File: src/rtl/mem_ctrl_pkg.sv
// Shared opcode/funct3 encodings and FSM state type for the memory stage.
package mem_ctrl_pkg;

  localparam logic [6:0] OP_LOAD  = 7'b0000011;
  localparam logic [6:0] OP_STORE = 7'b0100011;

  localparam logic [2:0] FUNCT3_LB  = 3'b000;
  localparam logic [2:0] FUNCT3_LH  = 3'b001;
  localparam logic [2:0] FUNCT3_LW  = 3'b010;
  localparam logic [2:0] FUNCT3_LBU = 3'b100;
  localparam logic [2:0] FUNCT3_LHU = 3'b101;
  localparam logic [2:0] FUNCT3_SB  = 3'b000;
  localparam logic [2:0] FUNCT3_SH  = 3'b001;
  localparam logic [2:0] FUNCT3_SW  = 3'b010;

  typedef enum logic [1:0] {
    IDLE   = 2'd0,
    ACCESS = 2'd1,
    DONE   = 2'd2
  } state_t;

  function automatic logic access_valid(input logic [6:0] opcode, input logic [2:0] funct3);
    logic ok;
    ok = 1'b0;
    if (opcode == OP_LOAD) begin
      case (funct3)
        FUNCT3_LB, FUNCT3_LH, FUNCT3_LW, FUNCT3_LBU, FUNCT3_LHU: ok = 1'b1;
        default: ok = 1'b0;
      endcase
    end else if (opcode == OP_STORE) begin
      case (funct3)
        FUNCT3_SB, FUNCT3_SH, FUNCT3_SW: ok = 1'b1;
        default: ok = 1'b0;
      endcase
    end
    return ok;
  endfunction

  // Index of the final byte of the access (n-1).
  function automatic logic [1:0] last_cnt(input logic [2:0] funct3);
    logic [1:0] lc;
    case (funct3[1:0])
      2'b01:   lc = 2'd1;
      2'b10:   lc = 2'd3;
      default: lc = 2'd0;
    endcase
    return lc;
  endfunction

endpackage

File: src/rtl/mem_ctrl_if.sv
// Byte-wide req/ack RAM port between the memory stage and its RAM.
interface mem_ctrl_if;
  logic        ram_req;
  logic        ram_we;
  logic [31:0] ram_addr;
  logic [7:0]  ram_wdata;
  logic [7:0]  ram_rdata;
  logic        ram_ack;

  modport master (
    output ram_req, ram_we, ram_addr, ram_wdata,
    input  ram_rdata, ram_ack
  );

  modport slave (
    input  ram_req, ram_we, ram_addr, ram_wdata,
    output ram_rdata, ram_ack
  );
endinterface

File: src/rtl/mem_ctrl_load_ext.sv
// Sign/zero extension of an assembled load value according to funct3.
module load_ext
  import mem_ctrl_pkg::*;
(
  input  logic [2:0]  funct3_i,
  input  logic [31:0] raw_i,
  output logic [31:0] ext_o
);

  always_comb begin
    ext_o = '0;
    case (funct3_i)
      FUNCT3_LB:  ext_o = {{24{raw_i[7]}}, raw_i[7:0]};
      FUNCT3_LH:  ext_o = {{16{raw_i[15]}}, raw_i[15:0]};
      FUNCT3_LW:  ext_o = raw_i;
      FUNCT3_LBU: ext_o = {24'h000000, raw_i[7:0]};
      FUNCT3_LHU: ext_o = {16'h0000, raw_i[15:0]};
      default:    ext_o = '0;
    endcase
  end

endmodule

File: src/rtl/mem_ctrl.sv
// Memory stage: performs loads/stores one byte per RAM transfer, stalling the
// pipeline until the access completes; other instructions pass straight through.
module mem_ctrl
  import mem_ctrl_pkg::*;
(
  input  logic        clk,
  input  logic        rst,
  input  logic [6:0]  opcode_i,
  input  logic [2:0]  funct3_i,
  input  logic [31:0] mem_addr_i,
  input  logic [31:0] mem_reg_data_i,
  input  logic [4:0]  wd_i,
  input  logic        wreg_i,
  input  logic [31:0] wdata_i,
  output logic [4:0]  wd_o,
  output logic        wreg_o,
  output logic [31:0] wdata_o,
  output logic        stallreq,
  mem_ctrl_if.master  ram
);

  state_t      state_q, state_d;
  logic [1:0]  cnt_q, cnt_d;
  logic [31:0] result_q;
  logic [31:0] load_val;
  logic        load_byte_en;

  logic        is_load, is_store, is_mem, valid;

  logic        req_c, we_c;
  logic [31:0] addr_c;
  logic [7:0]  wdata_c;
  logic        stall_c;

  assign is_load  = (opcode_i == OP_LOAD);
  assign is_store = (opcode_i == OP_STORE);
  assign is_mem   = is_load | is_store;
  assign valid    = access_valid(opcode_i, funct3_i);

  assign wd_o   = wd_i;
  assign wreg_o = wreg_i;

  always_ff @(posedge clk) begin
    if (rst) begin
      state_q  <= IDLE;
      cnt_q    <= '0;
      result_q <= '0;
    end else begin
      state_q <= state_d;
      cnt_q   <= cnt_d;
      if (load_byte_en) begin
        result_q[{cnt_q, 3'b000} +: 8] <= ram.ram_rdata;
      end
    end
  end

  always_comb begin
    state_d      = state_q;
    cnt_d        = cnt_q;
    load_byte_en = 1'b0;
    req_c        = 1'b0;
    we_c         = 1'b0;
    addr_c       = '0;
    wdata_c      = '0;
    stall_c      = 1'b0;

    case (state_q)
      IDLE: begin
        if (valid) begin
          state_d = ACCESS;
          cnt_d   = '0;
          stall_c = 1'b1;
        end
      end
      ACCESS: begin
        stall_c = 1'b1;
        req_c   = 1'b1;
        we_c    = is_store;
        addr_c  = mem_addr_i + {30'd0, cnt_q};
        wdata_c = mem_reg_data_i[{cnt_q, 3'b000} +: 8];
        if (ram.ram_ack) begin
          load_byte_en = is_load;
          if (cnt_q == last_cnt(funct3_i)) begin
            state_d = DONE;
          end else begin
            cnt_d = cnt_q + 2'd1;
          end
        end
      end
      DONE: begin
        state_d = IDLE;
      end
      default: begin
        state_d = IDLE;
      end
    endcase
  end

  // Outputs are forced quiet while reset is held, independent of state.
  always_comb begin
    ram.ram_req   = req_c & ~rst;
    ram.ram_we    = we_c & ~rst;
    ram.ram_addr  = rst ? '0 : addr_c;
    ram.ram_wdata = rst ? '0 : wdata_c;
    stallreq      = stall_c & ~rst;
  end

  load_ext u_load_ext (
    .funct3_i (funct3_i),
    .raw_i    (result_q),
    .ext_o    (load_val)
  );

  always_comb begin
    wdata_o = '0;
    if (rst) begin
      wdata_o = '0;
    end else if (!is_mem) begin
      wdata_o = wdata_i;
    end else if (is_load && (state_q == DONE)) begin
      wdata_o = load_val;
    end
  end

endmodule
File: src/flat_wrapper.sv
// flat-port wrapper written by rule: the top's interface ports become plain ports
module mem_ctrl_flat import mem_ctrl_pkg::*;
  (clk, rst, opcode_i, funct3_i, mem_addr_i, mem_reg_data_i, wd_i, wreg_i, wdata_i, wd_o, wreg_o, wdata_o, stallreq, ram_ram_req, ram_ram_we, ram_ram_addr, ram_ram_wdata, ram_ram_rdata, ram_ram_ack);
  mem_ctrl_if ram_i ();
  input  logic clk;
  input  logic rst;
  input  logic [6:0] opcode_i;
  input  logic [2:0] funct3_i;
  input  logic [31:0] mem_addr_i;
  input  logic [31:0] mem_reg_data_i;
  input  logic [4:0] wd_i;
  input  logic wreg_i;
  input  logic [31:0] wdata_i;
  output logic [4:0] wd_o;
  output logic wreg_o;
  output logic [31:0] wdata_o;
  output logic stallreq;
  output wire logic [$bits(ram_i.ram_req)-1:0] ram_ram_req;
  output wire logic [$bits(ram_i.ram_we)-1:0] ram_ram_we;
  output wire logic [$bits(ram_i.ram_addr)-1:0] ram_ram_addr;
  output wire logic [$bits(ram_i.ram_wdata)-1:0] ram_ram_wdata;
  input wire logic [$bits(ram_i.ram_rdata)-1:0] ram_ram_rdata;
  input wire logic [$bits(ram_i.ram_ack)-1:0] ram_ram_ack;
  assign ram_ram_req = ram_i.ram_req;
  assign ram_ram_we = ram_i.ram_we;
  assign ram_ram_addr = ram_i.ram_addr;
  assign ram_ram_wdata = ram_i.ram_wdata;
  assign ram_i.ram_rdata = ram_ram_rdata;
  assign ram_i.ram_ack = ram_ram_ack;
  mem_ctrl u_core (.clk(clk), .rst(rst), .opcode_i(opcode_i), .funct3_i(funct3_i), .mem_addr_i(mem_addr_i), .mem_reg_data_i(mem_reg_data_i), .wd_i(wd_i), .wreg_i(wreg_i), .wdata_i(wdata_i), .wd_o(wd_o), .wreg_o(wreg_o), .wdata_o(wdata_o), .stallreq(stallreq), .ram(ram_i));
endmodule
File: config.mk
export PLATFORM = sky130hd
export DESIGN_NAME = mem_ctrl_flat
export DESIGN_NICKNAME = d
export VERILOG_FILES = /design/src/rtl/mem_ctrl_pkg.sv /design/src/rtl/mem_ctrl_if.sv /design/src/rtl/mem_ctrl_load_ext.sv /design/src/rtl/mem_ctrl.sv /design/src/flat_wrapper.sv
export SDC_FILE = /design/constraint.sdc
export NUM_CORES = 1
export LEC_CHECK = 0
export BUFFER_PORTS_ARGS = -buffer_cell sky130_fd_sc_hd__buf_2
export CAP_MARGIN = 10
export CORE_UTILIZATION = 49
export CTS_BUF_LIST = sky130_fd_sc_hd__clkbuf_4 sky130_fd_sc_hd__clkbuf_8 sky130_fd_sc_hd__clkbuf_16
export CTS_CLUSTER_SIZE = 16
export DETAILED_ROUTE_END_ITERATION = 7
export PLACE_DENSITY_LB_ADDON = 0.3
export SYNTH_ARGS = -nofsm -noshare
export SYNTH_HDL_FRONTEND = slang
export SYNTH_SLANG_ARGS = --single-unit
File: constraint.sdc
create_clock -name clk -period 5.2 [get_ports clk]
set_input_delay 0.26 -clock clk [delete_from_list [all_inputs] [get_ports clk]]
set_output_delay 0.26 -clock clk [all_outputs]
set_load 0.02 [all_outputs]
# Yosys cells after proc, flatten, opt, wreduce, memory -nomap -nowiden
# Index checks and enable logic that the tools add are counted.
# word_totals
reg_bits	36
in_bits	123
output_inout_bits	81
elab_cells	67
# op_classes
n_addsub	3
eq_ne	15
n_shift	3
n_mux	30
bitwise_logic	5
n_reduce_logical	8
# op_table
cell	count
$mux W32	5
$pmux W32 S5	1
$add A32 B2 Y32	1
$bwmux W32	1
$shift A8 B7 Y32 const A	1
$shiftx A32 B6 Y8	1
$shiftx A8 B7 Y32	1
$mux W2	8
$mux W8	2
$pmux W2 S2	3
$mux W1	9
$eq A7 B2 Y1 const B	1
$eq A7 B6 Y1 const B	1
$neg A5 Y7	1
$eq A3 B3 Y1 const B	2
$reduce_or A5 Y1	1
$eq A2 B1 Y1 const B	2
$eq A2 B2 Y1 const B	2
$ne A2 B1 Y1 const B	2
$ne A2 B2 Y1 const B	2
$reduce_and A4 Y1	1
$and A1 B1 Y1	3
$eq A3 B1 Y1 const B	1
$eq A3 B2 Y1 const B	1
11 further kinds	11

# Depth between registers and ports, before layout
# Gate-level depths: netlist of the first run.
# logic_depth
depth_word	8
depth_mapped	8
mapped_depth_nobuf	6

# Hierarchy
# From an unflattened synthesis of the first run, not the netlist that was laid out.
# hier_totals
cells_unflattened	521
hier_area_um2	3849.9
# modules_own_cells
module	instances	cells_each	area_each_um2	seq_area_each_um2
mem_ctrl	1	450	3256.9	720.7
load_ext	1	71	593.1	0.0

# Worst setup path after synthesis of the first run
# OpenSTA, ideal clock, no wires.
# synth_path
path_kind	register to output
from	reg u_core.cnt_q[0]
to	out ram_ram_addr[14]
arrival_ps	2156
required_ps	4940
slack_ps	2784
stages_incl_launch_ff	7
path_buffers	0
path_cell_list	dfxtp_1 -> ha_1 -> fa_1 -> nand4_1 -> or4_1 -> or3_1 -> a21oi_1
# synth_via
elab_chain_len	3
# synth_rtl
element	line	rtl
from (decl)	mem_ctrl.sv:23	logic [1:0] cnt_q, cnt_d;
from (signal assigned)	mem_ctrl.sv:50	cnt_q <= cnt_d;
$add A32 B2 Y32	mem_ctrl.sv:79	addr_c = mem_addr_i + {30'd0, cnt_q};
$mux W32	mem_ctrl.sv:67	case (state_q)
$mux W32	mem_ctrl.sv:103	ram.ram_addr = rst ? '0 : addr_c;
to (decl)	flat_wrapper.sv:20	output wire logic [$bits(ram_i.ram_addr)-1:0] ram_ram_addr;
# Every way passes these cells.

# Worst setup path in the final report of the first run
# layout_path
from	reg u_core.cnt_q[0]
to	out ram_ram_addr[28]
# Same word-level chain as after synthesis.

==> impl_metrics.tcl, run 1 <==
set metrics [dict create \
    status "completed" \
    final_area_um2 4540 \
    finClkSkew_ns 0.00586 \
    synthDistinctLibCells 47 \
    most-common-layout-cells "buf_2 (191), nand2_1 (66), a21oi_1 (56)" \
    die_w_um 87.1 \
    clk_latency_ns 0.29 \
    fin_crit_ns 3.50 \
    grt_max_degree 69 \
    hold_end "u_core.state_q[1]" \
    grt_overflow 0 \
    gp_congestion 0.946 \
    ir_worst_vdd_mv 0.102 \
    final_common_cell "buf_2" \
    finalCritPeriodShare 0.673 \
    rsz0062_at_grt "no" \
    clock_sinks 36 \
    ant_nets 0 \
    drive_gt1_frac 0.325 \
    finalSetupViolCount 0 \
    fin_nets 798 \
    die_h_um 87.1 \
    synth_edf_count 0 \
    avgViaCountPerCell 5.82 \
    core-area_um2 6910 \
    cp-end-kind "primary output" \
    maxCapViolations 0 \
    p_int_mw 0.460 \
    p_seq_frac 0.431 \
    post_cts_buffers 0 \
    total_power_mw 0.640 \
    r2r-end "u_core.result_q[21]" \
    hold_ws_ns 0.242 \
    synth_area_um2 3540 \
    finalWirelength_mm 11.2 \
    vias 4423 \
    holdPathStages 3 \
    clk_pin_slew_ns 0.06 \
    grt_first_pass_wirelength_mm 17.8 \
    startpoint_type "flip-flop" \
    crit_required_ns 4.94 \
    syn_inst 505 \
    synth.net_count 640 \
    h-tree-depth 2 \
    initial_utilization 0.513 \
    ioPinCount 204 \
    critPathKind "flip-flop to primary output" \
    grtUsageTotal 0.294 \
    rr_startpoint "u_core.cnt_q[0]" \
    synth_warnings 0 \
    dp_hpwl_mm 8.61 \
    powerDensity_nw_per_um2 141 \
    cts_resized 0 \
    portBuffers 191 \
    first_global_vias 3931 \
    antennaDiodeCount 0 \
    tightest_slew_ns 1.16 \
    swShare 0.281 \
    ys_seq_area_frac 0.203 \
    cts_buffer_depth 2 \
    cts-root-buf "clkbuf_8" \
    dr.pass1.iters 5 \
    r2r_setup_slack_ns 2.48 \
    avgSynthCellArea_um2 7.02 \
    maxSlewHeadroom 0.227 \
    min-delay-start "ram_ram_ack" \
    p_clk_frac 0.330 \
    cts_hold_buf 0 \
    rows 30 \
    antenna_found_initial 0 \
    synthToLayoutAreaGrowth_pct 28.1 \
    fin_setup_tns_ns 0 \
    p_sw_mw 0.180 \
    worstPathArrival_ns 3.24 \
    drc 0 \
    drt-initial-drc-count 319 \
    finalWorstSetupSlack_ns 1.70 \
    hold_viol_final 0 \
    slew_viol_final 0 \
    path_max_fanout 18 \
    ys.flop_type "dfxtp_1" \
    async_flop_share 0 \
    ys_ff_latch 36 \
    clock.fmax_mhz 286 \
    power_frac_comb 0.238 \
    placed_cell_area_um2 4440 \
    die_area_um2 7580 \
    wl_per_cell_um 14.7 \
    p_leak_nw 1.95 \
    cts_tree "yes" \
    place_ws_ns 2.06 \
    hp-class "primary input to flip-flop" \
    numCtsBuffers 5 \
    reg2regPathDepth 5 \
]
==> critical path, cell delays in order, from the launching register on <==
cell	delay, ns
dfxtp_1	0.89
ha_1	0.32
fa_1	0.26
nand4_1	0.19
nor4_1	0.75
nand3_1	0.19
mux2i_1	0.18
buf_2	0.18
==> power by group through the flow <==
stage	registers (mW)	clock network, mW	logic (mW)
after global placement	0.282	0	0.147
final	0.276	0.211	0.153
after detailed placement	0.282	0	0.151
after global routing	0.276	0.225	0.166
after CTS	0.276	0.215	0.151
after floorplan	0.282	0	0.0783
==> sequential cells by signal, summed over array words and instances, names as in the netlist <==
name,cells
u_core.cnt_q,2
u_core.state_q,2
u_core.result_q,32
==> synth_stat cells, drive strengths merged, types with 2 or more instances <==
cell / count / share of area
a31oi: 3 / 0.0053
nor4: 8 / 0.018
dfxtp: 36 / 0.20
or3: 3 / 0.0053
nor3: 3 / 0.0042
o21a: 8 / 0.017
mux2i: 3 / 0.0085
or3b: 2 / 0.0049
mux4: 8 / 0.051
nand3: 42 / 0.061
o41ai: 4 / 0.0099
o311ai: 3 / 0.0074
buf: 19 / 0.029
nand4: 12 / 0.023
inv: 25 / 0.026
nor3b: 4 / 0.0085
xor2: 6 / 0.015
nand3b: 3 / 0.0064
o31ai: 8 / 0.017
a21oi: 56 / 0.079
or4b: 3 / 0.0085
or4: 9 / 0.019
nand2: 66 / 0.070
nand2b: 5 / 0.0088
nor2b: 2 / 0.0035
o21ai: 13 / 0.018
and2: 14 / 0.025
a22oi: 24 / 0.051
o211ai: 17 / 0.036
and4: 8 / 0.020
nor2: 42 / 0.044
ha: 11 / 0.039
xnor2: 6 / 0.015
clkbuf: 22 / 0.023
==> worst max-delay path by stage <==
stage | startpoint | endpoint | slack (ns) | cells past startpoint
finish | u_core.cnt_q[0] | ram_ram_addr[28] | 1.70 | 7
global route | u_core.cnt_q[0] | ram_ram_addr[28] | 1.40 | 7
CTS | u_core.cnt_q[0] | ram_ram_addr[14] | 1.74 | 7
detailed placement | u_core.cnt_q[0] | ram_ram_addr[30] | 2.06 | 7
global placement | u_core.cnt_q[0] | ram_ram_addr[14] | 2.12 | 7
floorplan | u_core.cnt_q[0] | ram_ram_addr[14] | 2.78 | 6
==> cells by family after synthesis <==
family          count (synthesis)  synth area share
mux                            11            0.0593
flops                          36             0.203
compound gates                138             0.247
fa+ha+maj                      12            0.0445
simple gates                  230             0.338
buf+inv                        66            0.0784
xor+xnor                       12            0.0297
==> final cells by class <==
cell class | count | area, µm²
inverter | 25 | 93.8
fill | 649 | 2360
multi-input combinational | 403 | 2550
tap | 96 | 120
timing repair buffer | 192 | 963
clock buffer | 8 | 97.6
sequential | 36 | 721
==> metal layers <==
layer / up-vias / global-route usage / share of wire
met3: 24 / 0.0445 / 0.071
met4: 0 / 0.109 / 0.024
met2: 207 / 0.517 / 0.49
met5: - / 0 / 0
li1: 2157 / - / -
met1: 2035 / 0.361 / 0.41
==> per-stage QoR <==
step                      std cells  utilization
after floorplan                 505            -
after global placement          752        0.643
after detailed placement        752        0.643
after CTS                       760        0.658
after global routing            760        0.658
final                           760        0.658
No activity file was read; power rests on OpenSTA's default activity.
==> run 2, diff against run 1 <==
--- a/config.mk
+++ b/config.mk
@@ -7,7 +7,7 @@
 export LEC_CHECK = 0
 export BUFFER_PORTS_ARGS = -buffer_cell sky130_fd_sc_hd__buf_2
 export CAP_MARGIN = 10
-export CORE_UTILIZATION = 49
+export CORE_UTILIZATION = 45
 export CTS_BUF_LIST = sky130_fd_sc_hd__clkbuf_4 sky130_fd_sc_hd__clkbuf_8 sky130_fd_sc_hd__clkbuf_16
 export CTS_CLUSTER_SIZE = 16
 export DETAILED_ROUTE_END_ITERATION = 7
==> constraint.sdc (replaced) <==
create_clock -name clk -period 3.3 [get_ports clk]
set_input_delay 0.165 -clock clk [delete_from_list [all_inputs] [get_ports clk]]
set_output_delay 0.165 -clock clk [all_outputs]
set_load 0.02 [all_outputs]
==> run 2 against run 1 <==
Cell area is 1.4% higher. Non-clock buffer count is 6 higher. Register-to-register slack worse by 1.5 ns. Critical endpoint unchanged. Clock power is 91% higher. Sequential share of layout area is 0.22 points lower. Cell count is 1.2% higher.
==> impl_metrics.tcl, run 2 (synthesized netlist as in run 1, its figures left out) <==
set metrics [dict create \
    max_stage_delay_ns 0.77 \
    startpoint_type "flip-flop" \
    dp.cells 761 \
    die_h_um 90.8 \
    slowest_stage "nor4_1" \
    path_max_fanout 5 \
    most-common-layout-cells "buf_2 (191), nand2_1 (66), a21oi_1 (56)" \
    worstPathArrival_ns 2.64 \
    power_frac_comb 0.227 \
    drt-initial-drc-count 361 \
    finalWirelength_mm 12.1 \
    powerDensity_nw_per_um2 235 \
    p_sw_mw 0.311 \
    final_core_util 0.618 \
    clock.fmax_mhz 357 \
    slew_viol_final 0 \
    largest_register_ffs 32 \
    hold_viol_final 0 \
    drive_gt1_frac 0.331 \
    synthToLayoutAreaGrowth_pct 29.9 \
    ant_nets 0 \
    ioPinCount 204 \
    critPathKind "flip-flop to primary output" \
    layoutNonFillerInstCount 769 \
    numCtsBuffers 5 \
    cts_resized 0 \
    p_seq_frac 0.401 \
    fin_crit_ns 2.80 \
    tightest_slew_ns 1.02 \
    cts-root-buf "clkbuf_8" \
    finalCritPeriodShare 0.850 \
    cts_buffer_depth 2 \
    rsz0062_at_grt "no" \
    maxCapViolations 0 \
    dp_hpwl_mm 9.12 \
    wl_per_cell_um 15.7 \
    avgViaCountPerCell 5.83 \
    clk_latency_ns 0.30 \
    hp-class "primary input to flip-flop" \
    rows 31 \
    crit_required_ns 3.13 \
    initial_utilization 0.476 \
    grt_max_degree 68 \
    ir_worst_vdd_mv 0.140 \
    finalWorstSetupSlack_ns 0.495 \
    grt_overflow 0 \
    drc 0 \
    cts_hold_buf 0 \
    regMostFlops "u_core.result_q" \
    first_global_vias 4121 \
    fin_nets 804 \
    fin_setup_tns_ns 0 \
    finalSetupViolCount 0 \
    p_int_mw 0.771 \
    gp_congestion 0.933 \
    clock_sinks 36 \
    cp-end-kind "primary output" \
    path_cells "ha_1 -> fa_1 -> nand4_1 -> nor4_1 -> nand3_1 -> mux2i_1 -> buf_2" \
    antennaDiodeCount 0 \
    maxSlewHeadroom 0.309 \
    p_leak_nw 1.99 \
    place_ws_ns 0.919 \
    final_common_cell "buf_2" \
    h-tree-depth 2 \
    core-area_um2 7450 \
    reg_top3 "u_core.result_q x32, u_core.cnt_q x2, u_core.state_q x2" \
    portBuffers 191 \
    clk_pin_slew_ns 0.08 \
    vias 4485 \
    p_clk_frac 0.371 \
    antenna_found_initial 0 \
    grtUsageTotal 0.288 \
    cts_tree "yes" \
    post_cts_buffers 0 \
    die_w_um 90.8 \
    finClkSkew_ns 0.00491 \
    total_power_mw 1.08 \
    dr.pass1.iters 5 \
    grt_first_pass_wirelength_mm 19.6 \
    die_area_um2 8240 \
    status "completed" \
    swShare 0.287 \
]
[run 2: cell count changes in the layout (fill, tap and decap cells not counted)]
cell / previous run / this run
buf_4: 1 / 7
clkbuf_8: 6 / 5
clkinv_2: 0 / 1
bufinv_16: 0 / 1
clkbuf_4: 2 / 1
[run 2: metrics by stage]
| step | hold slack (ns) | cell area (µm²) |
|---|---|---|
| floorplan | 0.303 | 3540 |
| global placement | 0.330 | 4490 |
| detailed placement | 0.330 | 4490 |
| CTS | 0.137 | 4600 |
| global route | 0.146 | 4600 |
| finish | 0.142 | 4600 |
[run 2: worst max-delay path, delay by kind of cell, from the launching register on]
| kind | cells | cell delay, ns |
|---|---|---|
| fa+ha+maj | 2 | 0.45 |
| buf+inv | 1 | 0.19 |
| flops | 1 | 0.34 |
| mux | 1 | 0.19 |
| simple gates | 3 | 1.16 |
[run 2: cell type report]
class | instances | area [µm²]
clock buffer | 6 | 76.3
clock inverter | 2 | 35.0
fill | 718 | 2840
inverter | 25 | 93.8
multi-input combinational | 403 | 2550
sequential | 36 | 721
tap | 99 | 124
timing repair buffer | 198 | 1010
[run 2: metal layers]
metal | track usage | wire, µm
met1 | 0.363 | 4940
met2 | 0.497 | 5840
met3 | 0.0438 | 987
met4 | 0.0954 | 304
met5 | 0 | 0
[run 2: power groups by stage]
stage	registers, mW	logic (mW)	clock network [mW]
after detailed placement	0.444	0.242	0
after global routing	0.434	0.267	0.426
after global placement	0.444	0.237	0
final	0.434	0.246	0.402
after floorplan	0.444	0.123	0
after CTS	0.434	0.244	0.406
[run 2: worst paths after layout]
check	to	depth (start not counted)	slack (ns)	startpoint
max	ram_ram_addr[28]	7	0.50	u_core.cnt_q[0]
min	u_core.state_q[1]	3	0.14	ram_ram_ack
max reg2reg	u_core.result_q[13]	6	0.96	u_core.cnt_q[0]
min reg2reg	u_core.result_q[2]	2	0.45	u_core.result_q[2]
==> run 3, diff against run 2 <==
--- a/config.mk
+++ b/config.mk
@@ -5,9 +5,10 @@
 export SDC_FILE = /design/constraint.sdc
 export NUM_CORES = 1
 export LEC_CHECK = 0
+export ABC_AREA = 1
 export BUFFER_PORTS_ARGS = -buffer_cell sky130_fd_sc_hd__buf_2
 export CAP_MARGIN = 10
-export CORE_UTILIZATION = 45
+export CORE_UTILIZATION = 43
 export CTS_BUF_LIST = sky130_fd_sc_hd__clkbuf_4 sky130_fd_sc_hd__clkbuf_8 sky130_fd_sc_hd__clkbuf_16
 export CTS_CLUSTER_SIZE = 16
 export DETAILED_ROUTE_END_ITERATION = 7
==> constraint.sdc (replaced) <==
create_clock -name clk -period 2.4 [get_ports clk]
set_input_delay 0.12 -clock clk [delete_from_list [all_inputs] [get_ports clk]]
set_output_delay 0.12 -clock clk [all_outputs]
set_load 0.02 [all_outputs]
==> run 3 against run 2 <==
Synthesized cell count grew 53%. Worst setup slack lost 0.32 ns. Cell count grew 37%. Highest routed layer unchanged. Combinational power grew 51%. Sequential power grew 38%.
==> impl_metrics.tcl, run 3 <==
set metrics [dict create \
    status "completed" \
    antennaDiodeCount 0 \
    critPathKind "flip-flop to primary output" \
    clock_sinks 36 \
    ant_nets 0 \
    clk_pin_slew_ns 0.08 \
    ioPinCount 204 \
    finalWorstSetupSlack_ns 0.174 \
    h-tree-depth 2 \
    startpoint_type "flip-flop" \
    cp-end-kind "primary output" \
    dp.cells 1045 \
    finalWirelength_mm 12.5 \
    async_flop_share 0 \
    ys_top_cells_by_count "nand2_1 (184), nor2_1 (159), inv_1 (102)" \
    worstPathArrival_ns 2.11 \
    drc 0 \
    maxSlewHeadroom 0.479 \
    regMostFlops "u_core.result_q" \
    drt-initial-drc-count 233 \
    yosysTopAreaCellShare 0.178 \
    numCtsBuffers 5 \
    clock.fmax_mhz 449 \
    placed_cell_area_um2 5020 \
    final_core_util 0.562 \
    grt_max_degree 38 \
    layoutNonFillerInstCount 1054 \
    ys_ff_latch 36 \
    grt_first_pass_wirelength_mm 20.2 \
    most-common-layout-cells "buf_2 (191), nand2_1 (183), nor2_1 (157)" \
    rsz0062_at_grt "no" \
    wl_per_cell_um 11.8 \
    portBuffers 191 \
    wl_met1_mm 5.41 \
    ys_seq_area_frac 0.178 \
    route.met2.wl_mm 5.86 \
    cts-root-buf "clkbuf_8" \
    maxCapViolations 0 \
    cts_hold_buf 0 \
    finalSetupViolCount 0 \
    slowest_stage "dfxtp_1" \
    yosysTopAreaCell "dfxtp_1" \
    avgSynthCellArea_um2 5.25 \
    first_global_vias 4535 \
    core-area_um2 9200 \
    cts_tree "yes" \
    total_power_mw 1.51 \
    dr.pass1.iters 5 \
    die_area_um2 9810 \
    fin_crit_ns 2.23 \
    gp_congestion 0.969 \
    avgViaCountPerCell 4.95 \
    max_stage_delay_ns 0.35 \
    clk_latency_ns 0.30 \
    ir_worst_vdd_mv 0.197 \
    drive_gt1_frac 0.246 \
    die_w_um 99.1 \
    vias 5219 \
    final_common_cell "buf_2" \
    path_max_fanout 5 \
    hold_ws_ns 0.108 \
    finalCritPeriodShare 0.928 \
    topRoutingLayerUsed "met4" \
    hp-class "primary input to flip-flop" \
    grt_overflow 0 \
    fin_setup_tns_ns 0 \
    synth_area_leaders "dfxtp_1 (18%), nand2_1 (17%), nor2_1 (15%), inv_1 (9.5%), a21oi_1 (6.8%)" \
    final_area_um2 5170 \
    synth_edf_count 0 \
    synthDistinctLibCells 32 \
    cts_buffer_depth 2 \
    hold_viol_final 0 \
    yosysMostFrequentCell "nand2_1" \
    largest_register_ffs 32 \
    dp_hpwl_mm 9.85 \
    path_cells "ha_1 -> fa_2 -> nand3_1 -> inv_2 -> nand2_2 -> nor2_4 -> inv_2 -> nor2_4 -> a21oi_1 -> nor2_1 -> buf_2" \
    met3WireLength_um 910 \
    fin_nets 1077 \
    initial_utilization 0.441 \
    die_h_um 99.1 \
    synthToLayoutAreaGrowth_pct 27.6 \
    grtUsageTotal 0.250 \
    finClkSkew_ns 0.00627 \
    p_leak_nw 2.68 \
    reg_top3 "u_core.result_q x32, u_core.cnt_q x2, u_core.state_q x2" \
    antenna_found_initial 0 \
    synth.net_count 907 \
    syn_inst 772 \
    tightest_slew_ns 0.781 \
    slew_viol_final 0 \
    crit_family "simple AND/OR/NAND/NOR gates" \
    crit_required_ns 2.28 \
    ys.flop_type "dfxtp_1" \
    critPathBufInv 3 \
    synth_area_um2 4050 \
    rows 35 \
    place_ws_ns 0.211 \
    powerDensity_nw_per_um2 292 \
    synth_warnings 0 \
]
## run 3: cell types whose count changed in the layout (fill, tap and decap cells not counted), sizes merged, moves of 17 or more
| cell | delta |
|---|---|
| nand2 | +118 |
| inv | +83 |
| o21ai | +69 |
| a22oi | -24 |
| o211ai | -17 |
| nor2 | +124 |
## run 3: layer usage
layer	track usage	up-vias
met5	0	-
met4	0.0905	0
met3	0.0326	27
met2	0.445	233
met1	0.307	2192
li1	-	2767
## run 3: cell families (layout without fill, tap and decap cells)
group	Yosys count	count (layout)	share of synthesized area
AND/OR/NAND/NOR	427	427	0.440
buffers and inverters	148	319	0.150
AO/OA/AOI/OAI	145	145	0.184
flip-flops	36	36	0.178
adder cells (fa/ha/maj)	12	12	0.0389
XOR/XNOR	4	4	0.00865
## run 3: worst reg2reg max path, delay by kind of cell (launching register included)
kind	cells	cell delay [ns]
buffers and inverters	3	0.81
adder cells (fa/ha/maj)	1	0.38
AND/OR/NAND/NOR	3	0.36
flip-flops	1	0.35
AO/OA/AOI/OAI	1	0.15
## run 3: final timing paths
kind	startpoint	end	slack, ns	cells past startpoint
min reg2reg	u_core.result_q[7]	u_core.result_q[7]	0.50	2
max	u_core.cnt_q[0]	ram_ram_addr[22]	0.17	11
max reg2reg	u_core.cnt_q[0]	u_core.result_q[2]	0.23	8
min	ram_ram_ack	u_core.state_q[1]	0.11	3
## run 3: cell type report
type,instances,area (µm²)
clock buffer,5,68.8
clock inverter,3,42.5
inverter,110,413
tap,111,139
timing repair buffer,201,1030
fill,998,4030
sequential,36,721
multi-input combinational,588,2760
## run 3: report_power, final
group | switching (mW) | internal, mW
sequential | 0.000406 | 0.597
clock | 0.234 | 0.307
combinational | 0.224 | 0.148
## run 3: what timing repair did
action,4_1_cts,5_1_grt
resized for setup,0,9
setup buffers,0,1
endpoints found under the setup margin,0,15
